--- config.mk ---
export PLATFORM = sky130hd
export DESIGN_NAME = regfile_sb_flat
export DESIGN_NICKNAME = d
export VERILOG_FILES = /design/src/rtl/regfile_sb_if.sv /design/src/rtl/regfile_sb.sv /design/src/flat_wrapper.sv
export SDC_FILE = /design/constraint.sdc
export NUM_CORES = 1
export LEC_CHECK = 0
export BUFFER_PORTS_ARGS = -buffer_cell sky130_fd_sc_hd__clkbuf_2
export CORE_UTILIZATION = 47
export CTS_CLUSTER_SIZE = 24
export DETAILED_ROUTE_END_ITERATION = 12
export GPL_ROUTABILITY_DRIVEN = 1
export PLACE_DENSITY = 0.75
export SYNTH_ARGS = -nofsm -noshare
export SYNTH_HDL_FRONTEND = slang
export SYNTH_SLANG_ARGS = --single-unit
--- constraint.sdc ---
create_clock -name clk -period 4.2 [get_ports clk]
set_input_delay 0.63 -clock clk [delete_from_list [all_inputs] [get_ports clk]]
set_output_delay 0.63 -clock clk [all_outputs]
set_load 0.01 [all_outputs]
--- src/rtl/regfile_sb_if.sv ---
// Datapath-side bundle for regfile_sb: one write port, two read ports with
// busy flags, PC reload input and the scoreboard mark strobe.
`timescale 1ns/1ps
interface regfile_sb_if #(
    parameter int N    = 32,
    parameter int NREG = 16
);
    localparam int AW = $clog2(NREG);

    logic          WE3;
    logic [AW-1:0] A1;
    logic [AW-1:0] A2;
    logic [AW-1:0] A3;
    logic [N-1:0]  WD3;
    logic [N-1:0]  R15;
    logic          mark_valid;
    logic [AW-1:0] mark_addr;
    logic [N-1:0]  RD1;
    logic [N-1:0]  RD2;
    logic          busy1;
    logic          busy2;
    logic          ready;

    modport master (
        output WE3, A1, A2, A3, WD3, R15, mark_valid, mark_addr,
        input  RD1, RD2, busy1, busy2, ready
    );

    modport slave (
        input  WE3, A1, A2, A3, WD3, R15, mark_valid, mark_addr,
        output RD1, RD2, busy1, busy2, ready
    );
endinterface

--- src/rtl/regfile_sb.sv ---
// Register file with pending-write scoreboard, post-reset zeroing sequencer
// and dedicated PC register. Define REGFILE_BYPASS_EN for write-through reads.
`timescale 1ns/1ps
module regfile_sb #(
    parameter int N    = 32,
    parameter int NREG = 16
) (
    input  logic        clk,
    input  logic        rst,
    regfile_sb_if.slave bus
);
    localparam int            AW        = $clog2(NREG);
    localparam logic [AW-1:0] PC_IDX    = AW'(NREG - 1);
    localparam logic [AW-1:0] LAST_INIT = AW'(NREG - 2);

    typedef enum logic {ST_INIT, ST_READY} state_t;

    state_t          r_state;
    state_t          w_state_next;
    logic [AW-1:0]   r_cnt;
    logic [AW-1:0]   w_cnt_next;
    logic [NREG-1:0] r_busy;
    logic [NREG-1:0] w_busy_next;
    logic [N-1:0]    r_pc;
    logic [N-1:0]    r_mem [NREG];

    logic            w_ready;
    logic            w_wr_ok;
    logic            w_mem_we;
    logic [AW-1:0]   w_mem_addr;
    logic [N-1:0]    w_mem_data;

    assign w_ready = (r_state == ST_READY);
    assign w_wr_ok = bus.WE3 && (bus.A3 != PC_IDX);

    always_ff @(posedge clk) begin
        if (rst) begin
            r_state <= ST_INIT;
            r_cnt   <= '0;
            r_busy  <= '0;
            r_pc    <= '0;
        end else begin
            r_state <= w_state_next;
            r_cnt   <= w_cnt_next;
            r_busy  <= w_busy_next;
            r_pc    <= bus.R15;
        end
    end

    // NOTE: every variable gets a default first so no path leaves it unassigned (no latches).
    always_comb begin
        w_state_next = r_state;
        w_cnt_next   = r_cnt;
        w_busy_next  = r_busy;
        w_mem_we     = 1'b0;
        w_mem_addr   = r_cnt;
        w_mem_data   = '0;
        case (r_state)
            ST_INIT: begin
                w_mem_we   = 1'b1;
                w_cnt_next = r_cnt + AW'(1);
                if (r_cnt == LAST_INIT) begin
                    w_state_next = ST_READY;
                end
            end
            ST_READY: begin
                if (w_wr_ok) begin
                    w_mem_we                = 1'b1;
                    w_mem_addr              = bus.A3;
                    w_mem_data              = bus.WD3;
                    w_busy_next[bus.A3]     = 1'b0;
                end
                // A new producer issuing wins over the retiring write.
                if (bus.mark_valid && (bus.mark_addr != PC_IDX)) begin
                    w_busy_next[bus.mark_addr] = 1'b1;
                end
            end
            default: begin
                w_state_next = ST_INIT;
            end
        endcase
    end

    // NOTE: storage has no reset so it can map to RAM; the init sequencer zeroes it instead.
    always_ff @(posedge clk) begin
        if (w_mem_we && !rst) begin
            r_mem[w_mem_addr] <= w_mem_data;
        end
    end

`ifdef REGFILE_BYPASS_EN
    logic w_byp1;
    logic w_byp2;
    assign w_byp1 = w_ready && w_wr_ok && (bus.A1 == bus.A3);
    assign w_byp2 = w_ready && w_wr_ok && (bus.A2 == bus.A3);
`endif

    always_comb begin
        bus.RD1   = '0;
        bus.RD2   = '0;
        bus.busy1 = 1'b0;
        bus.busy2 = 1'b0;
        if (w_ready) begin
            bus.RD1   = (bus.A1 == PC_IDX) ? r_pc : r_mem[bus.A1];
            bus.RD2   = (bus.A2 == PC_IDX) ? r_pc : r_mem[bus.A2];
            bus.busy1 = r_busy[bus.A1];
            bus.busy2 = r_busy[bus.A2];
`ifdef REGFILE_BYPASS_EN
            if (w_byp1) begin
                bus.RD1   = bus.WD3;
                bus.busy1 = bus.mark_valid && (bus.mark_addr == bus.A1);
            end
            if (w_byp2) begin
                bus.RD2   = bus.WD3;
                bus.busy2 = bus.mark_valid && (bus.mark_addr == bus.A2);
            end
`endif
        end
    end

    assign bus.ready = w_ready;
endmodule

--- src/flat_wrapper.sv ---
// flat-port wrapper written by rule: the top's interface ports become plain ports
module regfile_sb_flat 
#(
    parameter int N    = 32,
    parameter int NREG = 16
)
  (clk, rst, bus_WE3, bus_A1, bus_A2, bus_A3, bus_WD3, bus_R15, bus_mark_valid, bus_mark_addr, bus_RD1, bus_RD2, bus_busy1, bus_busy2, bus_ready);
  regfile_sb_if #(.N(N), .NREG(NREG)) bus_i ();
  input  logic clk;
  input  logic rst;
  input wire logic [$bits(bus_i.WE3)-1:0] bus_WE3;
  input wire logic [$bits(bus_i.A1)-1:0] bus_A1;
  input wire logic [$bits(bus_i.A2)-1:0] bus_A2;
  input wire logic [$bits(bus_i.A3)-1:0] bus_A3;
  input wire logic [$bits(bus_i.WD3)-1:0] bus_WD3;
  input wire logic [$bits(bus_i.R15)-1:0] bus_R15;
  input wire logic [$bits(bus_i.mark_valid)-1:0] bus_mark_valid;
  input wire logic [$bits(bus_i.mark_addr)-1:0] bus_mark_addr;
  output wire logic [$bits(bus_i.RD1)-1:0] bus_RD1;
  output wire logic [$bits(bus_i.RD2)-1:0] bus_RD2;
  output wire logic [$bits(bus_i.busy1)-1:0] bus_busy1;
  output wire logic [$bits(bus_i.busy2)-1:0] bus_busy2;
  output wire logic [$bits(bus_i.ready)-1:0] bus_ready;
  assign bus_i.WE3 = bus_WE3;
  assign bus_i.A1 = bus_A1;
  assign bus_i.A2 = bus_A2;
  assign bus_i.A3 = bus_A3;
  assign bus_i.WD3 = bus_WD3;
  assign bus_i.R15 = bus_R15;
  assign bus_i.mark_valid = bus_mark_valid;
  assign bus_i.mark_addr = bus_mark_addr;
  assign bus_RD1 = bus_i.RD1;
  assign bus_RD2 = bus_i.RD2;
  assign bus_busy1 = bus_i.busy1;
  assign bus_busy2 = bus_i.busy2;
  assign bus_ready = bus_i.ready;
  regfile_sb #(.N(N), .NREG(NREG)) u_core (.clk(clk), .rst(rst), .bus(bus_i));
endmodule
==> results of run 1 <==
## sequential cells by signal, indices dropped and copies added, names as in the netlist
signal,flops
u_core.r_busy,16
u_core.r_cnt,4
u_core.bus.ready,1
u_core.r_pc,32
u_core.r_mem,480
## power by group
group / leakage, nW / switching (mW) / internal, mW / total, mW
clock: 0.894 / 2.03 / 2.95 / 4.98
combinational: 5.35 / 0.585 / 0.357 / 0.942
sequential: 4.45 / 0.0513 / 5.79 / 5.84
## through the flow
step / hold slack (ns) / util / cell area (um2)
after CTS: 0.2092 / 0.5378 / 29630
after global placement: 0.4686 / 0.5047 / 27810
after detailed placement: 0.4824 / 0.5047 / 27810
final: 0.2217 / 0.5378 / 29630
after floorplan: 0.4523 / - / 26160
after global routing: 0.2205 / 0.5378 / 29630
## worst max-delay path, cell delays in order, from the launching register on
cell      delay, ns
dfxtp_4        0.74
nand2b_2       0.79
o22ai_1        0.66
clkbuf_2       0.22
## placed cells by master, fill, tap and decap left out, types with 32 or more instances in the layout
cell type    n
clkbuf_2   146
edfxtp_1   480
dfxtp_1     52
mux2i_1    326
and3_1      34
o22ai_1     67
nand2b_1    35
mux2_2      74
a22oi_1     33
nor2b_1     66
a21oi_1     44
a211o_1     32
a31oi_1     34
a21o_1      32
clkbuf_16   55
o221ai_1    66
buf_4       57
a22o_1      34
o211ai_1    66
## final cells by class
| cell class | instances | area, um2 | share of cell area |
|---|---|---|---|
| Inverter | 6 | 22.52 | 0.0007601 |
| Sequential cell | 533 | 15480 | 0.5224 |
| Clock buffer | 74 | 1518 | 0.05122 |
| Clock inverter | 26 | 305.3 | 0.01030 |
| Timing Repair Buffer | 220 | 1466 | 0.04949 |
| Multi-Input combinational cell | 1154 | 9905 | 0.3343 |
| Tap cell | 748 | 935.9 | 0.03159 |
## worst min path at each step
stage | slack, ns | depth (start not counted) | end | from
5_1_grt | 0.22 | 2 | u_core.r_pc[12]$_SDFF_PP0_ | bus_R15[12]
3_3_place_gp | 0.47 | 1 | u_core.r_busy[15]$_SDFFE_PP0P_ | u_core.r_busy[15]$_SDFFE_PP0P_
6_report | 0.22 | 2 | u_core.r_pc[13]$_SDFF_PP0_ | bus_R15[13]
4_1_cts | 0.21 | 2 | u_core.r_pc[13]$_SDFF_PP0_ | bus_R15[13]
2_1_floorplan | 0.45 | 1 | u_core.r_busy[15]$_SDFFE_PP0P_ | u_core.r_busy[15]$_SDFFE_PP0P_
3_5_place_dp | 0.48 | 1 | u_core.r_busy[15]$_SDFFE_PP0P_ | u_core.r_busy[15]$_SDFFE_PP0P_
## kinds of logic (layout without fill, tap and decap cells)
group | Yosys count | after routing | share of synthesized area
DFF | 533 | 533 | 0.5916
AOI/OAI and AO/OA | 496 | 496 | 0.1477
muxes | 432 | 432 | 0.1745
and+or+nand+nor | 221 | 221 | 0.04907
buffers and inverters | 174 | 326 | 0.03511
xor gates and xnor gates | 3 | 3 | 0.001005
adders and majority gates | 2 | 2 | 0.0009565
## per-layer routing
metal | global-route usage | share of wire
met5 | 0 | 0
met4 | 0.1116 | 0.039
met3 | 0.05993 | 0.11
met2 | 0.4524 | 0.47
met1 | 0.3554 | 0.38
==> impl_metrics.ini, run 1 <==
[clock_tree]
clock-sinks = 533
insertion_delay_ns = 0.61
postCtsHoldBufs = 0
clk_pin_slew_ns = 0.06
cts_tree = yes
htreeDepth = 2
numCtsBuffers = 53
clk_path_buf_depth = 3
cts_setup_buffers = 0
cts_resized = 0
cts_root_buf = clkbuf_16

[logic_synthesis]
synth_cell_types = 58
synthCells = 1861
synthFlopType = edfxtp_1
synth.top_cell.area_share = 0.5510
yosysSeqAreaShare = 0.5916
synth_seq_cells = 533
synth_top_area_cell = edfxtp_1
synth_nets = 1947
synth_common_cells = edfxtp_1, mux2i_1, clkbuf_1
async_flop_share = 0
syn-cell-area_um2 = 26160
synth_edf_count = 480
synthTopCellsByArea = edfxtp_1, mux2i_1, dfxtp_1, mux2_2, o221ai_1
synth_most_common_cell = edfxtp_1
yosysWarnings = 0
avgSynthCellArea_um2 = 14.06

[cells_and_area]
fin_nets = 2054
drive_above_1_share = 0.2270
n_fill_cell = 4484
area_growth_pct = 13.27
final_cells = 2761
diodes = 0

[outcome]
status = finished, final reports clean

[timing]
rsz0062_at_grt = false
maxSlewHeadroom = 0.2305
finalCritPeriodShare = 0.8798
finClkSkew_ns = 0.008729
worstMarginPinSlew_ns = 1.154
slew_violations = 0
max_freq_ghz = 0.2706
hold_violations = 0
period_minus_slack_ns = 3.695
final-setup-viol-count = 0
tns_ns = 0
setup_slack_ns = 0.5050

[floorplanning]
row_count = 86
die_h_um = 237.9
die_w_um = 237.9
start_util = 0.4748
pin_count = 151
die_area_um2 = 56600
core_area_um2 = 55090

[setup_path]
crit_required_ns = 3.57
r2r-start = u_core.bus.ready$_SDFF_PP0_
r2r_end = u_core.r_mem[1][14]$_DFFE_PP_
cp.arrival_ns = 3.06
start_kind = register
worstSetupEndpointType = output pin
reg2reg_depth = 5
reg2reg_slack_ns = 1.04
crit_path_max_fanout = 46
crit_type = reg2out
endpoint = bus_RD2[3]
setup.worst_path.start = u_core.bus.ready$_SDFF_PP0_

[global_route]
grt_first_pass_wirelength_um = 115800
grt-ovfl-total = 0
antenna_found_initial = 2
grt_use_total = 0.2759
grt_pass1_vias = 18417
grt_max_degree = 82

[hold_path]
hp-class = in2reg

[detailed_routing]
drtIter0Drc = 2694
drcViolationCount = 0
vias_per_cell = 6.622
wl_um = 79110
dr_total_vias = 18283
wl_per_cell_um = 28.65
drt-pass1-iter-count = 8
ant_nets = 0

[placed_design]
dp_slack_ns = 0.8182
dp_cells = 2661
port-buffer-count = 150
gp_congestion = 0.8440
dp_hpwl_um = 46500

[power]
vdd_drop_max_uv = 311.1
p_leak_nw = 10.69
power_mw = 11.76
powerDensity_nw_per_um2 = 397.0

[flow_run]
cap_violations = 0
No activity file was read; power rests on OpenSTA's default activity.
==> run 2: changes to the inputs <==
Settings changed: PLACE_DENSITY 0.75 to 0.72.
Clock period 4.2 ns to 3.7 ns, I/O delays scaled along.
==> impl_metrics.ini, run 2 (same netlist as run 1, synthesis figures left out) <==
[setup_path]
reg2reg_slack_ns = 0.90
crit_required_ns = 3.14
crit_path_max_fanout = 19
reg2reg_depth = 5
r2r_end = u_core.r_mem[14][14]$_DFFE_PP_
crit_type = in2out
start_kind = input port
worstSetupEndpointType = output pin
cp.arrival_ns = 2.86
r2r-start = u_core.r_cnt[3]$_SDFFE_PP0N_

[hold_path]
hold_depth = 2
hp-class = in2reg
min_to = u_core.r_pc[6]$_SDFF_PP0_
min-delay-start = bus_R15[6]

[floorplanning]
die_h_um = 237.9
row_count = 86
start_util = 0.4748
core_area_um2 = 55090
die_w_um = 237.9
pin_count = 151
die_area_um2 = 56600

[placed_design]
dpl_cell_area_um2 = 27910
dp_cells = 2667
port-buffer-count = 150
dp_slack_ns = 0.3604
dp_hpwl_um = 47750
gp_congestion = 0.8194

[clock_tree]
insertion_delay_ns = 0.63
numCtsBuffers = 54
postCtsHoldBufs = 0
cts_tree = yes
clk_path_buf_depth = 3
cts_resized = 0
cts_setup_buffers = 0
htreeDepth = 2
clock-sinks = 533
cts_root_buf = clkbuf_16
clk_pin_slew_ns = 0.06

[cells_and_area]
final_cells = 2768
n_fill_cell = 4525
drive_above_1_share = 0.2273
mostFrequentLayoutCell = edfxtp_1
largestRegisters = u_core.r_mem x480, u_core.r_pc x32, u_core.r_busy x16
final_cell_area_um2 = 29620
final_cell_mix = edfxtp_1, mux2i_1, clkbuf_2
area_growth_pct = 13.24
fin_nets = 2061
regMostFlops = u_core.r_mem
largest_reg_flops = 480

[timing]
max_freq_ghz = 0.2930
period_minus_slack_ns = 3.413
finClkSkew_ns = 0.02726
slew_violations = 0
hold_violations = 0
rsz0062_at_grt = false
maxSlewHeadroom = 0.2894
setup_slack_ns = 0.2868
final-setup-viol-count = 0
hold_ws_ns = 0.1337
finalCritPeriodShare = 0.9225
worstMarginPinSlew_ns = 1.064

[detailed_routing]
wl_um = 79340
dr_total_vias = 18226
drt-pass1-iter-count = 6
drcViolationCount = 0
ant_nets = 0
vias_per_cell = 6.585
wl_per_cell_um = 28.66
drtIter0Drc = 1976

[power]
p_seq_frac = 0.507
p_leak_nw = 10.70
vdd_drop_max_uv = 337.7
powerDensity_nw_per_um2 = 441.8
comb_power_share = 0.083
power_frac_clock = 0.410
intPower_mw = 10.05
switching_share = 0.2317
power_mw = 13.09
switching_power_mw = 3.033

[global_route]
grt_max_degree = 112
grt_pass1_vias = 18229
grt-ovfl-total = 0
grt_first_pass_wirelength_um = 115900
antenna_found_initial = 0
grt_use_total = 0.2770

[flow_run]
cap_violations = 0

[outcome]
status = finished, final reports clean
run 2: per-stage QoR:
| stage | utilization | setup TNS (ns) |
|---|---|---|
| 6_report | 0.5377 | 0 |
| 3_5_place_dp | 0.5065 | 0 |
| 4_1_cts | 0.5376 | 0 |
| 3_3_place_gp | 0.5065 | 0 |
| 2_1_floorplan | - | -34.22 |
| 5_1_grt | 0.5376 | 0 |
run 2: routing by layer:
layer	track usage	routed length, um	vias up	part of all wire
li1	-	-	7742	-
met5	0	0	-	0
met1	0.3647	30880	9164	0.39
met3	0.04176	7309	198	0.092
met2	0.4560	38400	1122	0.48
met4	0.1200	2758	0	0.035
run 2: worst max-delay path, stage by stage:
cell	delay, ns
clkbuf_2	0.43
nor2b_4	0.77
buf_4	0.44
a22oi_1	0.13
o221ai_1	0.13
o22ai_1	0.20
clkbuf_2	0.18
run 2: power by group through the flow:
stage / Combinational, mW / Clock (mW) / Sequential, mW
after floorplan: 0.707 / 0 / 6.74
after global placement: 1.05 / 0 / 6.75
after detailed placement: 1.06 / 0 / 6.76
after CTS: 1.07 / 5.41 / 6.63
after global routing: 1.13 / 5.64 / 6.64
final: 1.08 / 5.37 / 6.63
run 2: final cells by class:
cell class                 count  area [um2]  area share
antenna                        1       2.502  0.00008448
clock buffer                  69        1428     0.04819
clock inverter                31       285.3    0.009630
inverter                       6       22.52   0.0007603
multi-input combinational   1154        9981      0.3369
sequential                   533       15480      0.5225
tap                          748       935.9     0.03159
timing repair buffer         226        1489     0.05026
run 2: worst max path at each step:
| stage | startpoint | endpoint | slack (ns) | cells after the start |
|---|---|---|---|---|
| floorplan | bus_WE3 | u_core.r_mem[3][0]$_DFFE_PP_ | -0.37 | 5 |
| global placement | bus_A2[2] | bus_RD2[25] | 0.37 | 7 |
| detailed placement | bus_A2[2] | bus_RD2[25] | 0.36 | 7 |
| CTS | u_core.bus.ready$_SDFF_PP0_ | bus_RD2[21] | 0.34 | 5 |
| global route | u_core.bus.ready$_SDFF_PP0_ | bus_RD2[21] | 0.26 | 5 |
| finish | bus_A2[2] | bus_RD2[25] | 0.29 | 7 |
==> run 3: changes to the inputs <==
Settings changed: CTS_BUF_LIST from default to sky130_fd_sc_hd__clkbuf_8.
==> impl_metrics.ini, run 3 (same netlist as run 1, synthesis figures left out) <==
[clock_tree]
insertion_delay_ns = 0.69
cts_setup_buffers = 0
cts_root_buf = clkbuf_8
cts_tree = yes
htreeDepth = 3
clk_pin_slew_ns = 0.06
clock-sinks = 533
cts_resized = 0
clk_path_buf_depth = 3
postCtsHoldBufs = 0
numCtsBuffers = 86

[timing]
maxSlewHeadroom = 0.2346
period_minus_slack_ns = 3.540
worstMarginPinSlew_ns = 1.146
max_freq_ghz = 0.2825
final-setup-viol-count = 0
rsz0062_at_grt = false
hold_violations = 0
slew_violations = 0
finalCritPeriodShare = 0.9568
hold_ws_ns = 0.08146
finClkSkew_ns = 0.01965

[setup_path]
crit_type = reg2out
reg2reg_depth = 5
slowest_stage = o22ai_1
r2r-start = u_core.r_cnt[3]$_SDFFE_PP0N_
path_delay_family = buffers and inverters
reg2reg_slack_ns = 0.88
worstSetupEndpointType = output pin
cp.arrival_ns = 2.99
path_buf_inv = 3
path_depth = 5
crit_required_ns = 3.14
start_kind = register
r2r_end = u_core.r_mem[12][18]$_DFFE_PP_
critical_path.max_stage_delay_ns = 0.45
crit_path_max_fanout = 79
worstPathCellList = buf_12, nand2b_2, buf_4, o22ai_1, clkbuf_2

[floorplanning]
core_area_um2 = 55090
die_w_um = 237.9
start_util = 0.4748
pin_count = 151
die_area_um2 = 56600
row_count = 86
die_h_um = 237.9

[power]
switching_power_mw = 3.097
power_frac_clock = 0.381
switching_share = 0.2484
vdd_drop_max_uv = 290.9
intPower_mw = 9.371
p_leak_nw = 10.83
p_seq_frac = 0.532
powerDensity_nw_per_um2 = 422.9
comb_power_share = 0.087

[global_route]
grt_max_degree = 112
grt-ovfl-total = 0
grt_first_pass_wirelength_um = 116800
antenna_found_initial = 1
grt_pass1_vias = 18670
grt_use_total = 0.2794

[detailed_routing]
ant_nets = 0
drtIter0Drc = 2011
vias_per_cell = 6.530
wl_per_cell_um = 28.34
drt-pass1-iter-count = 6
wl_um = 80100
drcViolationCount = 0
dr_total_vias = 18455

[placed_design]
gp_congestion = 0.8194
port-buffer-count = 150
dp_hpwl_um = 47750

[cells_and_area]
largestRegisters = u_core.r_mem x480, u_core.r_pc x32, u_core.r_busy x16
multi_input_area_um2 = 9981
fin_nets = 2093
drive_above_1_share = 0.2353
diodes = 0
area_growth_pct = 12.71
register_area_um2 = 15480
mostFrequentLayoutCell = edfxtp_1
final_cell_mix = edfxtp_1, mux2i_1, clkbuf_2
final_core_util = 0.5352
n_fill_cell = 4609
regMostFlops = u_core.r_mem
largest_reg_flops = 480

[hold_path]
hp-class = in2reg
min_to = u_core.r_pc[18]$_SDFF_PP0_
min-delay-start = bus_R15[18]
hold_depth = 2

[outcome]
status = finished, final reports clean

[flow_run]
cap_violations = 0
-- run 3: changes by cell type in the layout (fill, tap and decap cells not counted), sizes merged --
| cell | before | now |
|---|---|---|
| inv | 8 | 49 |
| clkbuf | 217 | 241 |
| bufinv | 5 | 1 |
| clkinv | 23 | 20 |
| clkinvlp | 1 | 2 |
| diode | 1 | 0 |
-- run 3: per-layer routing --
metal / vias to the layer above / part of all wire / global-route usage
met1: 9330 / 0.39 / 0.3621
li1: 7822 / - / -
met2: 1091 / 0.48 / 0.4515
met4: 0 / 0.036 / 0.1302
met5: - / 0 / 0
met3: 212 / 0.093 / 0.05634
-- run 3: area by class of cell --
type	count	area share
Clock buffer	93	0.04341
Sequential cell	533	0.5250
Timing Repair Buffer	226	0.05050
Clock inverter	66	0.01010
Multi-Input combinational cell	1154	0.3385
Inverter	6	0.0007638
Tap cell	748	0.03174
-- run 3: power groups by stage --
stage	combinational, mW	clock, mW	sequential [mW]
3_3_place_gp	1.05	0	6.75
4_1_cts	1.07	4.79	6.63
5_1_grt	1.13	5.06	6.64
3_5_place_dp	1.06	0	6.76
6_report	1.09	4.75	6.64
2_1_floorplan	0.707	0	6.74
-- run 3: worst reg2reg max path: cells and delay by family (launching register included) --
| family | cells | cell delay [ns] |
|---|---|---|
| AO/OA/AOI/OAI | 2 | 0.33 |
| AND/OR/NAND/NOR | 2 | 1.29 |
| flip-flops | 1 | 0.39 |
| buffers and inverters | 1 | 0.46 |
-- run 3: worst max path at each step --
stage                                 from                           end  slack [ns]
4_1_cts        u_core.bus.ready$_SDFF_PP0_                   bus_RD2[21]        0.27
6_report       u_core.bus.ready$_SDFF_PP0_                   bus_RD2[21]        0.16
3_3_place_gp                     bus_A2[2]                   bus_RD2[25]        0.37
5_1_grt        u_core.bus.ready$_SDFF_PP0_                   bus_RD2[21]        0.18
2_1_floorplan                      bus_WE3  u_core.r_mem[3][0]$_DFFE_PP_       -0.37
3_5_place_dp                     bus_A2[2]                   bus_RD2[25]        0.36
-- run 3: per-stage QoR --
step / power, mW / std cells / setup slack [ns] / setup TNS (ns) / cell area (um2)
after floorplan: 7.447 / 1861 / -0.3697 / -34.22 / 26220
after global placement: 7.800 / 2667 / 0.3745 / 0 / 27910
after detailed placement: 7.822 / 2667 / 0.3604 / 0 / 27910
after CTS: 12.49 / 2826 / 0.2698 / 0 / 29480
after global routing: 12.83 / 2826 / 0.1833 / 0 / 29480
final: 12.47 / 2826 / 0.1599 / 0 / 29480
